===== config.mk =====
export PLATFORM = sky130hd
export DESIGN_NAME = ram_fifo_ctrl
export DESIGN_NICKNAME = d
export VERILOG_FILES = /design/src/rtl/ram_fifo_ctrl.sv
export SDC_FILE = /design/constraint.sdc
export NUM_CORES = 1
export LEC_CHECK = 0
export ABC_AREA = 1
export CAP_MARGIN = 25
export CORE_UTILIZATION = 40
export DETAILED_ROUTE_END_ITERATION = 7
export PLACE_DENSITY = 0.78
export RECOVER_POWER = 25
export SETUP_SLACK_MARGIN = 0.02
export SYNTH_ARGS = -nofsm -noshare
export SYNTH_HDL_FRONTEND = slang
export SYNTH_SLANG_ARGS = --single-unit

===== constraint.sdc =====
create_clock -name clk -period 8.9 [get_ports clk]
set_input_delay 1.335 -clock clk [delete_from_list [all_inputs] [get_ports clk]]
set_output_delay 1.335 -clock clk [all_outputs]
set_load 0.01 [all_outputs]

===== src/rtl/ram_fifo_ctrl.sv =====
// First-word-fall-through FIFO controller driving a true-dual-port RAM
// (port A writes, port B reads with 1-cycle latency) plus a 2-entry prefetch buffer.
module ram_fifo_ctrl #(
  parameter int DATA_DEPTH = 256,
  parameter int DATA_WIDTH = 32,
  localparam int ADDR_WIDTH = $clog2(DATA_DEPTH),
  localparam int CNT_WIDTH  = $clog2(DATA_DEPTH + 3)
) (
  input  logic                  clk,
  input  logic                  rst,
  input  logic                  push_valid_i,
  output logic                  push_ready_o,
  input  logic [DATA_WIDTH-1:0] push_data_i,
  output logic                  pop_valid_o,
  input  logic                  pop_ready_i,
  output logic [DATA_WIDTH-1:0] pop_data_o,
  output logic [CNT_WIDTH-1:0]  count_o,
  output logic                  ram_en_a_o,
  output logic                  ram_we_a_o,
  output logic [ADDR_WIDTH-1:0] ram_addr_a_o,
  output logic [DATA_WIDTH-1:0] ram_data_a_o,
  output logic                  ram_en_b_o,
  output logic [ADDR_WIDTH-1:0] ram_addr_b_o,
  input  logic [DATA_WIDTH-1:0] ram_data_b_i
);

  localparam logic [ADDR_WIDTH:0] RAM_FULL = (ADDR_WIDTH + 1)'(DATA_DEPTH);

  logic [ADDR_WIDTH-1:0] wr_ptr, rd_ptr;
  logic [ADDR_WIDTH:0]   ram_cnt;
  logic                  inflight;
  logic [1:0]            buf_cnt, buf_cnt_n;
  logic [DATA_WIDTH-1:0] head, skid, head_n, skid_n;
  logic [CNT_WIDTH-1:0]  count_q;
  logic                  pop_valid_q;
  logic                  push_fire, pop_fire, issue;
  logic [2:0]            occ;

  assign push_ready_o = !rst && (ram_cnt != RAM_FULL);
  assign push_fire    = push_valid_i & push_ready_o;
  assign pop_fire     = pop_valid_q & pop_ready_i;

  // Words that will occupy the buffer next cycle if nothing new is issued
  assign occ   = {1'b0, buf_cnt} + {2'b00, inflight} - {2'b00, pop_fire};
  assign issue = !rst && (ram_cnt != '0) && (occ < 3'd2);

  always_comb begin
    head_n    = head;
    skid_n    = skid;
    buf_cnt_n = buf_cnt;
    if (pop_fire) begin
      head_n    = skid;
      buf_cnt_n = buf_cnt - 2'd1;
    end
    if (inflight) begin
      if (buf_cnt_n == 2'd0) head_n = ram_data_b_i;
      else                   skid_n = ram_data_b_i;
      buf_cnt_n = buf_cnt_n + 2'd1;
    end
  end

  always_ff @(posedge clk) begin
    if (rst) begin
      wr_ptr      <= '0;
      rd_ptr      <= '0;
      ram_cnt     <= '0;
      inflight    <= 1'b0;
      buf_cnt     <= 2'd0;
      head        <= '0;
      skid        <= '0;
      count_q     <= '0;
      pop_valid_q <= 1'b0;
    end else begin
      if (push_fire) wr_ptr <= wr_ptr + ADDR_WIDTH'(1);
      if (issue)     rd_ptr <= rd_ptr + ADDR_WIDTH'(1);
      case ({push_fire, issue})
        2'b10:   ram_cnt <= ram_cnt + (ADDR_WIDTH + 1)'(1);
        2'b01:   ram_cnt <= ram_cnt - (ADDR_WIDTH + 1)'(1);
        default: ram_cnt <= ram_cnt;
      endcase
      case ({push_fire, pop_fire})
        2'b10:   count_q <= count_q + CNT_WIDTH'(1);
        2'b01:   count_q <= count_q - CNT_WIDTH'(1);
        default: count_q <= count_q;
      endcase
      inflight    <= issue;
      buf_cnt     <= buf_cnt_n;
      head        <= head_n;
      skid        <= skid_n;
      pop_valid_q <= (buf_cnt_n != 2'd0);
    end
  end

  assign pop_valid_o  = pop_valid_q;
  assign pop_data_o   = head;
  assign count_o      = count_q;
  assign ram_en_a_o   = push_fire;
  assign ram_we_a_o   = push_fire;
  assign ram_addr_a_o = wr_ptr;
  assign ram_data_a_o = push_data_i;
  assign ram_en_b_o   = issue;
  assign ram_addr_b_o = rd_ptr;

endmodule


-- After elaboration in Yosys (flattened, before gate mapping)
Index checks and enable logic that the tools add are counted.
- register bits after elaboration: 102
- bits in latches: 0
- bits in writable memories: 0
- ROM bits: 0
- bits of input ports: 68
- output and inout bits: 94
- logic and storage cells: 45
- memories kept: 0
- add/sub/neg operators: 10
- multipliers: 0
- div/mod/pow operators: 0
- order comparisons: 1
- equal/unequal tests: 5
- shift-type cells: 0
- mux-type cells: 7
- bitwise operators: 3
- reduce and logical (&&, ||, !) cells: 10
- operator list (kind ; number):
    $mux W32 ; 3
    $pmux W9 S2 ; 2
    $add A9 B1 Y9 const B ; 2
    $sub A9 B1 Y9 const B ; 2
    $add A8 B1 Y8 const B ; 2
    $ne A9 B9 Y1 const B ; 1
    $reduce_bool A9 Y1 ; 1
    $reduce_bool A2 Y1 ; 3
    $eq A2 B1 Y1 const B ; 2
    $eq A2 B2 Y1 const B ; 2
    $mux W2 ; 2
    $add A2 B1 Y3 ; 1
    $logic_and A1 B1 Y1 ; 3
    $lt A3 B2 Y1 const B ; 1
    $sub A3 B1 Y3 ; 1
    $add A2 B1 Y2 const B ; 1
    $and A1 B1 Y1 ; 2
    $logic_not A2 Y1 ; 1
    $reduce_and A2 Y1 ; 1
    $sub A2 B1 Y2 const B ; 1
    $logic_not A1 Y1 ; 1
    $not A1 Y1 ; 1

-- Depth between registers and ports, before layout
Gate-level depths: netlist of run 1.
- depth after elaboration: 6
- gate-level depth with buffers: 23
- gate-level depth less buffers: 22

-- Worst setup path after synthesis of run 1
OpenSTA, ideal clock, no wires.
- path kind: input to register
- start: input pop_ready_i
- end: register ram_cnt[4]
- setup time: 0.109 ns
- data arrival time: 4.562 ns
- required time: 8.791 ns
- path slack: 4.229 ns
- stages: 21
- buffers on the path: 1
- cells stage by stage: nand2_1 -> inv_1 -> buf_2 -> ha_1 -> inv_1 -> ha_1 -> inv_1 -> fa_1 -> nand3_2 -> nor2_2 -> nand2_4 -> inv_4 -> ha_1 -> inv_1 -> fa_1 -> o21ai_0 -> and2_1 -> or2_1 -> nand3_1 -> nand2_1 -> inv_1
- cells in the longest elaborated chain, start to end: 6
- elaborated cells on any way between the ends: 8
- classes of those cells: 1 x add/sub; 1 x order compare; 2 x eq/ne; 1 x mux; 1 x bitwise; 2 x reduce/logical
- ends and longest elaborated chain (item ; RTL line ; text):
    start: declaration ; 15 ; input logic pop_ready_i,
    $and A1 B1 Y1 (*) ; 41 ; assign pop_fire = pop_valid_q & pop_ready_i;
    $sub A3 B1 Y3 (*) ; 44 ; assign occ = {1'b0, buf_cnt} + {2'b00, inflight} - {2'b00, pop_fire};
    $lt A3 B2 Y1 (*) ; 45 ; assign issue = !rst && (ram_cnt != '0) && (occ < 3'd2);
    $logic_and A1 B1 Y1 (*) ; 45 ;
    via ram_en_b_o ; 22 ; output logic ram_en_b_o,
    $eq A2 B1 Y1 / $eq A2 B2 Y1 (equally long branches) ; 76 ; case ({push_fire, issue})
    $pmux W9 S2 / $reduce_bool A2 Y1 (equally long branches) ; n/a ;
    end signal: assignment ; 77 ; 2'b10: ram_cnt <= ram_cnt + (ADDR_WIDTH + 1)'(1);
    end signal: assignment ; 78 ; 2'b01: ram_cnt <= ram_cnt - (ADDR_WIDTH + 1)'(1);
    end signal: assignment ; 79 ; default: ram_cnt <= ram_cnt;
    end: declaration ; 30 ; logic [ADDR_WIDTH:0] ram_cnt;
Mark *: on every way through the listed nets, which the timed path passes. The rest lies on a longest branch.
A chain may end at the register's enable or synchronous reset.

-- Worst setup path after layout of run 1
- start: input pop_ready_i
- end: output ram_en_b_o
- cells in the longest elaborated chain, start to end: 4
- ends and longest elaborated chain (item ; RTL line):
    $and A1 B1 Y1 ; 41
    $sub A3 B1 Y3 ; 44
    $lt A3 B2 Y1 ; 45
    $logic_and A1 B1 Y1 ; 45
    end: declaration ; 22
No other way between the ends.

==> qor.txt, run 1 <==
status - finished clean
Final HPWL DP - 7912 um
Die Footprint - 14,200 um^2
Primary FF master, synth - dfxtp_1
synth top area cells - dfxtp_1 37%, nand2_1 12%, nor2_1 7.7%
Post-Syn Instances - 787
count leader, synth - nand2_1
boundary pin count - 162
Tightest Pin Transition - 0.5596 ns
final hold vios - 0
TNS Setup - 0 ns
area share of the largest cell type after synthesis - 37.20%
worst-skew pair later-pin latency - 0.35 ns
mapped cell area - 5489 um^2
number of I/O port buffers - 97
Worst setup EP type - output pin
DRC - 0
data required time of the worst path - 7.57 ns
relative slew slack - 62.70%
initial DRC count - 315
ys async rst share - 0%
maximum vdd drop - 153.9 uV
Max Freq - 0.1676 GHz
Leakage - 3.351 nW
nets - 928
post-synthesis cell type count - 34
Initial Util - 41.29%
H-tree depth - 3
Net Count, Synth - 879
RD Place Congestion - 0.8192
Diodes inserted - 0
Yosys reg bits - 102
Final setup viols - 0
largest net degree at the start of global routing - 83
synth cell count leaders - 169 x nand2_1, 113 x nor2_1, 105 x inv_1, 102 x dfxtp_1, 53 x o21ai_0
Slew Limit Fails - 0
crit-path max FO - 34
final worst path period need - 5.965 ns
Reg clk slew, reported paths - 0.07 ns
CTS resizes - 0
Routed Antenna Nets - 0
largest area contributor in the netlist - dfxtp_1
post-synthesis sequential area ratio - 37.20%
global-route wire length before repair - 20,600 um
Vias per Instance - 4.807
total gr overflow - 0
root buffer cell - clkbuf_16
Crit Path Class - input port to output pin
overall die height - 119.1 um
Arr. time, crit path - 4.63 ns
clk sinks - 102
Routed WL - 11,910 um
Core Rows - 42
Tot GR Track Use - 17.80%
Area Growth Syn to Fin - 22.09%
Clock Tree Buf Depth - 2
Die Width - 119.1 um
CP startpoint kind - input port
vias in the first global route - 4,448
TritonCTS buffer count - 9
Hold Crit Class - register to register
Pwr Density - 310.1 nW/um^2
Post-CTS Setup Repair Bufs - 0
syn avg cell area - 6.975 um^2
core area - 13,300 um^2
CTS tree - yes
Post-synth EDFFs - 0
Inst Count DP - 1,000
Tcrit/Tclk final - 67.03%
share of layout cells above drive strength 1 - 5.470%
Clock Skews - 0.007010 ns
yosys warns - 0
cts hold-fix bufs - 0
RSZ-0062 raised after global routing - no
Post-Layout Cell Count - 1,017
WL/cell - 11.71 um
Vias - 4,889
router iterations before antenna repair - 5
MaxCap Viol Count - 0
antenna violations before repair - 0
==> final cells by class <==
type	count	area (um^2)
Clock inverter	6	93.84
Timing Repair Buffer	103	1069
Fill cell	1270	6594
Tap cell	176	220.2
Sequential cell	102	2042
Inverter	108	412.9
Clock buffer	10	229.0
Multi-Input combinational cell	512	2635
==> power by group <==
| part | switching [mW] | leakage [nW] | internal, mW |
|---|---|---|---|
| Clock | 0.180 | 0.154 | 0.249 |
| Sequential | 0.0914 | 0.835 | 0.612 |
| Combinational | 0.538 | 2.36 | 0.408 |
| Total | 0.809 | 3.35 | 1.27 |
==> layout by cell type (no fill, tap or decap), drive strengths merged, types with 6 or more instances in the layout <==
cell / n
xor2: 8
nand3: 52
clkbuf: 10
nand2: 177
a21oi: 26
buf: 6
clkdlybuf4s50: 55
ha: 21
inv: 109
o211ai: 31
o21ai: 54
dlygate4sd3: 42
nand4: 8
nor2: 116
dfxtp: 102
==> cell families after synthesis <==
kind of cell | synth area share (%)
and+or+nand+nor | 27.95
DFF | 37.20
xor gates and xnor gates | 2.074
buffers and inverters | 14.84
AOI/OAI and AO/OA | 12.06
adders and majority gates | 5.881
==> registers in the layout, summed over array words and instances, names as in the netlist <==
signal / cells
ram_addr_b_o: 8
ram_cnt: 9
skid: 32
pop_valid_o: 1
pop_data_o: 32
inflight: 1
ram_addr_a_o: 8
buf_cnt: 2
count_o: 9
==> worst max-delay path, stage by stage <==
cell,delay [ns]
clkdlybuf4s50_1,0.40
nand2_1,0.06
buf_4,0.34
inv_1,0.35
ha_1,0.40
inv_1,0.06
ha_1,0.13
inv_1,0.04
fa_1,0.49
nand3_2,0.08
nor2_2,0.15
nand2_4,0.12
inv_4,0.13
clkdlybuf4s50_1,0.54
==> per-layer routing <==
metal,wire (um),part of all wire (%),track usage [%]
met1,5852,49,23.67
met4,197,1.7,7.199
met3,550,4.6,3.640
met2,5309,45,28.05
met5,0,0,0
==> per-stage QoR <==
stage	util [%]	instance area (um^2)	power, mW	setup slack (ns)	hold WS, ns
finish	50.40	6701	2.078	2.935	0.4973
global route	50.40	6701	2.255	2.762	0.5289
global placement	47.41	6304	1.643	2.504	0.4927
floorplan	-	5489	1.361	4.229	0.4761
CTS	50.20	6674	2.116	2.916	0.5029
detailed placement	47.77	6351	1.676	2.918	0.4920
==> path summary, 6_finish.rpt <==
path	startpoint	to	slack [ns]	cells past startpoint
min	ram_addr_b_o[7]	ram_addr_b_o[7]	0.50	2
min reg2reg	ram_addr_b_o[7]	ram_addr_b_o[7]	0.50	2
max reg2reg	pop_valid_o	ram_cnt[4]	4.51	21
max	pop_ready_i	ram_en_b_o	2.93	14
(Power assumes the default switching activity.)
==> run 2: changes to the inputs <==
==> constraint.sdc (replaced) <==
create_clock -name clk -period 5.8 [get_ports clk]
set_input_delay 0.87 -clock clk [delete_from_list [all_inputs] [get_ports clk]]
set_output_delay 0.87 -clock clk [all_outputs]
set_load 0.01 [all_outputs]
==> run 2 against run 1 <==
Utilization is 0.25 points lower. Wire length is 1.4% lower. Largest power group unchanged. Combinational power increased by 53%. Global-route usage down 0.66 points. Clock skew up 0.0014 ns. Worst setup slack lost 1.4 ns.
==> qor.txt, run 2 (same netlist as run 1, synthesis figures left out) <==
vias in the first global route - 4,319 (-2.9%)
Slew Limit Fails - 0 (unchanged)
Worst setup EP type - output pin
RD Place Congestion - 0.8165 (-0.33%)
Final setup viols - 0 (unchanged)
most frequent cells in the layout - 168 x nand2_1, 113 x nor2_1, 105 x inv_1
cts hold-fix bufs - 0 (unchanged)
final worst path period need - 4.306 ns
Max Freq - 0.2322 GHz
nets - 928 (unchanged)
router iterations before antenna repair - 4 (-1)
DRC - 0 (unchanged)
Clock Tree Buf Depth - 2 (unchanged)
TritonCTS buffer count - 9 (unchanged)
number of fill cells - 1,288 (+1.4%)
most common cell after layout, fill and taps aside - nand2_1
Die Width - 119.1 um (unchanged)
Leakage - 3.262 nW (-2.7%)
Reg clk slew, reported paths - 0.07 ns (about the same)
largest net degree at the start of global routing - 83 (unchanged)
TNS Setup - 0 ns (unchanged)
number of I/O port buffers - 97 (unchanged)
core area - 13,300 um^2 (unchanged)
Final HPWL DP - 7846 um (-0.83%)
area taken by multi-input logic gates - 2635 um^2 (unchanged)
share of layout cells above drive strength 1 - 5.470% (unchanged)
Area Growth Syn to Fin - 21.47%
worst-skew pair later-pin latency - 0.34 ns (about the same)
boundary pin count - 162 (unchanged)
reg2reg path depth - 20 (-4.8%)
Diodes inserted - 0 (unchanged)
WHS - 0.5034 ns (+0.006133 ns)
Hold Crit Depth - 2 (unchanged)
relative slew slack - 53.29% (-9.4 points)
Die Footprint - 14,200 um^2 (unchanged)
root buffer cell - clkbuf_16
CP startpoint kind - input port
Routed Antenna Nets - 0 (unchanged)
Pwr Density - 478.3 nW/um^2 (+54%)
antenna violations before repair - 0 (unchanged)
overall die height - 119.1 um (unchanged)
Vias per Instance - 4.776 (-0.65%)
Arr. time, crit path - 3.44 ns (-1.19 ns)
initial DRC count - 247 (-22%)
Core Rows - 42 (unchanged)
H-tree depth - 3 (unchanged)
crit-path max FO - 10 (-71%)
data required time of the worst path - 4.93 ns (-2.64 ns)
maximum vdd drop - 243.5 uV (+58%)
Clock Skews - 0.008379 ns (+0.001369 ns)
Crit Path Class - input port to output pin
CTS tree - yes
Tightest Pin Transition - 0.6981 ns (+0.1385 ns)
CTS resizes - 0 (unchanged)
Routed WL - 11,740 um (-1.4%)
total gr overflow - 0 (unchanged)
global-route wire length before repair - 19,930 um (-3.2%)
register area - 2042 um^2 (unchanged)
WL/cell - 11.55 um (-1.4%)
Tcrit/Tclk final - 74.25%
Post-CTS Setup Repair Bufs - 0 (unchanged)
Vias - 4,857 (-0.65%)
Hold Crit Class - register to register
MaxCap Viol Count - 0 (unchanged)
Tot GR Track Use - 17.15% (-0.66 points)
RSZ-0062 raised after global routing - no
status - finished clean
final hold vios - 0 (unchanged)
Initial Util - 41.29% (unchanged)
clk sinks - 102 (unchanged)
-- run 2: where the power goes --
part | total [mW] | switching, mW | internal, mW
registers | 1.08 | 0.141 | 0.938
logic | 1.45 | 0.817 | 0.635
clock network | 0.658 | 0.276 | 0.382
total | 3.19 | 1.23 | 1.95
-- run 2: layer usage --
| layer | GRT usage [%] | vias to the layer above | share of wire, % |
|---|---|---|---|
| met5 | 0 | - | 0 |
| met3 | 4.741 | 6 | 5.4 |
| met4 | 4.826 | 0 | 0.59 |
| met2 | 27.87 | 108 | 45 |
| met1 | 22.10 | 2187 | 49 |
| li1 | - | 2556 | - |
-- run 2: through the flow --
stage          util [%]  instance area, um^2  power [mW]  worst slack [ns]  std cells
2_1_floorplan         -                 5489       2.088             1.594        787
4_1_cts           49.94                 6640       3.231             1.470       1016
5_1_grt           50.15                 6668       3.463             1.271       1017
3_5_place_dp      47.52                 6319       2.552             1.135       1000
6_report          50.15                 6668       3.189             1.494       1017
3_3_place_gp      47.52                 6319       2.526             1.262       1000
-- run 2: path summary, 6_finish.rpt --
check / from / to / slack [ns]
worst max-delay path: pop_ready_i / ram_en_b_o / 1.49
worst max register to register: pop_valid_o / ram_cnt[4] / 2.16
worst min register to register: ram_addr_b_o[3] / ram_addr_b_o[3] / 0.50
worst min-delay path: ram_addr_b_o[3] / ram_addr_b_o[3] / 0.50
-- run 2: worst max-delay path, stage by stage --
cell and delay (ns):
clkdlybuf4s50_1 0.46, nand2_1 0.06, inv_1 0.07, ha_1 0.24
inv_1 0.06, ha_1 0.13, inv_1 0.05, fa_1 0.49
nand3_2 0.07, nor2_2 0.14, nand2_4 0.11, inv_4 0.12
clkdlybuf4s50_1 0.55
-- run 2: cell type report --
| class | instances | share of cell area [%] |
|---|---|---|
| multi-input cells | 512 | 39.52 |
| clock buffers | 10 | 3.434 |
| clock inverters | 6 | 1.389 |
| well taps | 176 | 3.303 |
| inverters | 108 | 6.193 |
| flip-flops and latches | 102 | 30.62 |
| repair buffers | 103 | 15.54 |
